**src/rtl/reg_file_arb.sv**
```systemverilog
// Round-robin arbiter in front of a single-port register file: one access per
// cycle with a registered grant, read data returned to the grantee one cycle later.
`timescale 1ns/1ps
module reg_file_arb #(
    parameter int NUM_REQ = 2,
    parameter int WIDTH   = 3,
    localparam int AW     = $clog2(WIDTH)
) (
    input  logic                     clk,
    input  logic                     rst_n,
    input  logic [NUM_REQ-1:0]       req,
    input  logic [NUM_REQ-1:0]       req_we,
    input  logic [NUM_REQ*AW-1:0]    req_addr,
    input  logic [NUM_REQ*WIDTH-1:0] req_wdata,
    output logic [NUM_REQ-1:0]       gnt,
    output logic [NUM_REQ-1:0]       rvalid,
    output logic [WIDTH-1:0]         rdata,
    output logic                     busy,
    output logic                     rf_wr_en,
    output logic [AW-1:0]            rf_addr,
    output logic [WIDTH-1:0]         rf_wr_data,
    input  logic [WIDTH-1:0]         rf_rd_data
);
    localparam int PW = (NUM_REQ > 1) ? $clog2(NUM_REQ) : 1;

    typedef enum logic {IDLE, ACCESS} state_t;

    state_t             state_q, state_d;
    logic [PW-1:0]      ptr_q, ptr_d;
    logic [NUM_REQ-1:0] gnt_q, gnt_d;
    logic [NUM_REQ-1:0] rvalid_q, rvalid_d;
    logic [WIDTH-1:0]   rdata_q, rdata_d;
    logic               rf_wr_en_q, rf_wr_en_d;
    logic [AW-1:0]      rf_addr_q, rf_addr_d;
    logic [WIDTH-1:0]   rf_wr_data_q, rf_wr_data_d;

    logic [NUM_REQ-1:0] cand;
    logic               win;
    logic [PW-1:0]      win_idx;
    logic [PW:0]        pos;

    always_comb begin
        // The current grantee still shows req during its gnt cycle.
        cand    = (state_q == ACCESS) ? (req & ~gnt_q) : req;
        win     = 1'b0;
        win_idx = '0;
        pos     = '0;
        for (int i = 0; i < NUM_REQ; i++) begin
            pos = {1'b0, ptr_q} + (PW+1)'(i);
            if (pos >= (PW+1)'(NUM_REQ))
                pos = pos - (PW+1)'(NUM_REQ);
            if (!win && cand[pos[PW-1:0]]) begin
                win     = 1'b1;
                win_idx = pos[PW-1:0];
            end
        end

        state_d      = win ? ACCESS : IDLE;
        gnt_d        = '0;
        rf_wr_en_d   = 1'b0;
        rf_addr_d    = '0;
        rf_wr_data_d = '0;
        for (int j = 0; j < NUM_REQ; j++) begin
            if (win && win_idx == PW'(j)) begin
                gnt_d[j]     = 1'b1;
                rf_wr_en_d   = req_we[j];
                rf_addr_d    = req_addr[j*AW +: AW];
                rf_wr_data_d = req_wdata[j*WIDTH +: WIDTH];
            end
        end

        ptr_d = ptr_q;
        if (win)
            ptr_d = (win_idx == PW'(NUM_REQ-1)) ? '0 : win_idx + 1'b1;

        rvalid_d = '0;
        rdata_d  = rdata_q;
        if (state_q == ACCESS && !rf_wr_en_q) begin
            rvalid_d = gnt_q;
            rdata_d  = rf_rd_data;
        end
    end

    always_ff @(posedge clk or negedge rst_n) begin
        if (!rst_n) begin
            state_q      <= IDLE;
            ptr_q        <= '0;
            gnt_q        <= '0;
            rvalid_q     <= '0;
            rdata_q      <= '0;
            rf_wr_en_q   <= 1'b0;
            rf_addr_q    <= '0;
            rf_wr_data_q <= '0;
        end else begin
            state_q      <= state_d;
            ptr_q        <= ptr_d;
            gnt_q        <= gnt_d;
            rvalid_q     <= rvalid_d;
            rdata_q      <= rdata_d;
            rf_wr_en_q   <= rf_wr_en_d;
            rf_addr_q    <= rf_addr_d;
            rf_wr_data_q <= rf_wr_data_d;
        end
    end

    assign gnt        = gnt_q;
    assign rvalid     = rvalid_q;
    assign rdata      = rdata_q;
    assign busy       = (state_q == ACCESS);
    assign rf_wr_en   = rf_wr_en_q;
    assign rf_addr    = rf_addr_q;
    assign rf_wr_data = rf_wr_data_q;
endmodule

```
**config.mk**
```make
export PLATFORM = sky130hd
export DESIGN_NAME = reg_file_arb
export DESIGN_NICKNAME = d
export VERILOG_FILES = /design/src/rtl/reg_file_arb.sv
export SDC_FILE = /design/constraint.sdc
export NUM_CORES = 1
export LEC_CHECK = 0
export CAP_MARGIN = 20
export CORE_MARGIN = 5
export CORE_UTILIZATION = 34
export CTS_BUF_LIST = sky130_fd_sc_hd__clkbuf_2 sky130_fd_sc_hd__clkbuf_4 sky130_fd_sc_hd__clkbuf_8
export DETAILED_ROUTE_END_ITERATION = 8
export HOLD_SLACK_MARGIN = 0.02
export PLACE_DENSITY = 0.76
export SYNTH_ARGS = -nofsm -noshare
export SYNTH_HDL_FRONTEND = slang
export SYNTH_SLANG_ARGS = --single-unit
```
**constraint.sdc**
```tcl
create_clock -name clk -period 1.1 [get_ports clk]
set_input_delay 0.33 -clock clk [delete_from_list [all_inputs] [get_ports clk]]
set_output_delay 0.33 -clock clk [all_outputs]
set_load 0.03 [all_outputs]
```
==> summary.txt <==
Critical path
  – CP top delay family: flip-flops
  – CP max stage delay: 410 ps
  – Startpoint Class: flop
  – Crit. Startpoint: rf_wr_en
  – Cells on worst reg2reg path: 3
  – Setup crit end kind: output pin
  – Reg2reg end: rf_wr_data[2]
  – Most numerous cell on the critical path: buf_6
  – Crit-path max FO: 2
  – R2r startpoint: busy
  – Slowest cell on the critical path: dfrtp_2
  – CP bufs+invs: 2
  – Worst EP required: ~770 ps
  – R2r setup slk: -100 ps
  – CP Class: reg2out
  – Worst Setup EP: rf_wr_en
  – Crit path depth: 2
  – CP Cell Sequence: buf_6 -> buf_6
  – WP data arrival: 940 ps

Cells and area
  – N_diodes: 0
  – P&R area growth vs syn: 92.6%
  – Final nets: between 100 and 150
  – Finished Cell Area: 0.00111 sq mm
  – Fillers: 123
  – Post-layout util: 71.3%
  – Final cell count without fillers: 102
  – Commonest cells after routing, fill and taps aside: clkdlybuf4s50_1 (16), buf_6 (16), dfrtp_1 (11)
  – Share of cells above drive strength 1: 58.1%

Status
  – Status: complete, but fails checks
  – Failing checks: setup timing

Die
  – Placeable Area: 0.00156 sq mm
  – Die X: 51.2 um
  – FP Rows: 14
  – Initial Utilization: about 37%
  – I/O pin count: 33
  – Die area: 0.00262 sq mm
  – Die Y: 51.2 um

Placement
  – GP Congestion: between 0.7 and 0.8
  – Placed cells: 93
  – Placed wire-length estimate: 1110 um
  – # port buffers: 32
  – Area after DPL: 978 sq um

Route
  – Initial DRC Count: 3
  – Remaining antenna violation count after routing: 0
  – DR WL/cell: 15.5 um
  – Final wirelength: 1580 um
  – Via density: 4.77
  – Router iterations before antenna repair: 2
  – Via count: 487
  – Drt drc: 0

Power
  – Leakage: between 0.0005 and 0.0006 uW
  – Sw Share: roughly 33%
  – Sequential fraction of design power: 37.8%
  – Pint: 1310 uW
  – Power per cell area: 1770 mW/mm^2
  – Clock share of power: 16.8%
  – Comb power frac: a little under half
  – Sw Pwr: 658 uW
  – Peak supply drop: 0.963 mV

STA
  – Final setup vio count: 23
  – FMAX: 0.790 GHz
  – Max Clock Skew: 5.80 ps
  – Setup WS post-layout: -166 ps
  – Endpoints failing hold: 0
  – Crit share post-route: 115%
  – Total negative setup slack: -1410 ps
  – Slew Limit Fails: 0
  – Worst hold margin: around 380 ps
  – Post-route minimum period: 1270 ps
  – Worst Tran Pin Value: 243 ps
  – RSZ-0062 raised after global routing: true
  – Relative max-transition margin: between 80 and 90%

Global route
  – Largest net degree at the start of global routing: 16
  – First-pass GRT wire length: 2750 um
  – Met1 Use GR: 16.9%
  – GRT Util Overall: 14.6%
  – M2 GR Usage: approximately 25%
  – Grt ovf: 0
  – Vias in the first global route: 550
  – Initial antenna violation count: 0
  – Met3 usage: 3.49%
  – Top Usage Layer GRT: met2

Clock tree
  – H-tree depth: 1
  – CTS Sinks: 15
  – Clock transition at path regs: roughly 90 ps
  – Longest Clk Path Bufs: 2
  – Post-CTS Hold Buffers: 0
  – Clock buffer count from CTS: 3
  – Root buffer cell: clkbuf_4
  – Clock insertion delay at the later pin of the skew report: 280 ps
  – CTS tree: done

Yosys
  – Post-Syn Area per Cell: about 16 sq um
  – Post-synthesis sequential area ratio: roughly two thirds
  – Unique masters post-synth: 11
  – Yosys Warn Count: 0
  – Mapped Cells: 37
  – Post-synth top area cell: dfrtp_1
  – Syn_nets: 56
  – Synth Cell Area: 577 sq um
  – Ranking of synthesized cells by area: dfrtp_1 (65%), a22o_2 (10%), a31oi_4 (7.4%), mux2_2 (5.9%), a21bo_4 (2.8%)
  – Top cell type's share of synthesized area: 65.1%
  – FF+latch count, synth: 15

Job
  – Max-Cap Viols: 0

Worst hold path
  – Hold Crit Class: in2async
[stage by stage]
step	worst slack, ps	total power, uW
after floorplan	-62.4	1140
after global placement	-434	1470
after detailed placement	-442	1480
after CTS	-171	1940
after global routing	-209	2080
final	-166	1960
[cells by family (layout without fill, tap and decap cells)]
logic type	after synthesis	in the layout	share of synthesized area, %
flops	15	15	65.1
compound gates	11	11	23.2
simple gates	7	7	5.21
mux	3	3	5.86
buf+inv	1	50	0.650
[registers in the layout, summed over array words and instances, names as in the netlist]
signal	cells
rdata	3
rf_addr	2
rf_wr_en	1
ptr_q	1
rf_wr_data	3
busy	1
gnt	2
rvalid	2
[worst min path at each step]
stage,start,depth (start not counted),end
after floorplan,rst_n,0,busy
after global placement,rdata[0],1,rdata[0]
after detailed placement,rdata[0],1,rdata[0]
after CTS,rst_n,2,rf_addr[0]
after global routing,rst_n,2,rf_addr[0]
final,rst_n,2,rf_addr[0]
[final cells by class]
class	instances	area (sq um)	area share, %
Clock buffer	4	30.0	2.70
Multi-Input combinational cell	21	224	20.2
Sequential cell	15	380	34.2
Inverter	1	3.75	0.338
Timing Repair Buffer	45	453	40.8
Tap cell	16	20.0	1.80
[worst register-to-register path: cells and delay by family, from the launching register on]
family	cells	cell delay [ps]
flip-flops	1	460
AO/OA/AOI/OAI	3	670
[cells in the mapped netlist (all sizes together)]
library cell and count:
a21bo 2, a21oi 1, a22o 6, a31oi 2, and2b 1, dfrtp 15
inv 1, mux2 3, nand2 3, nor2 3
[per-layer routing]
layer | routed length [um] | vias up
li1 | - | 230
met1 | 642 | 227
met2 | 802 | 26
met3 | 98 | 4
met4 | 38 | 0
met5 | 0 | -
[what timing repair did]
| item | 4_1_cts | 5_1_grt |
|---|---|---|
| endpoints found under the setup margin | 25 | 24 |
| setup buffers | 4 | 1 |
| resized for setup | 17 | 3 |
| pin swaps | 1 | 2 |
[power groups by stage]
stage | sequential [uW] | combinational, uW | clock [uW]
floorplan | 932 | 209 | 0
detailed placement | 732 | 748 | 0
global route | 755 | 945 | 379
finish | 742 | 893 | 330
global placement | 732 | 738 | 0
CTS | 741 | 862 | 341
No activity file was read; power rests on OpenSTA's default activity.
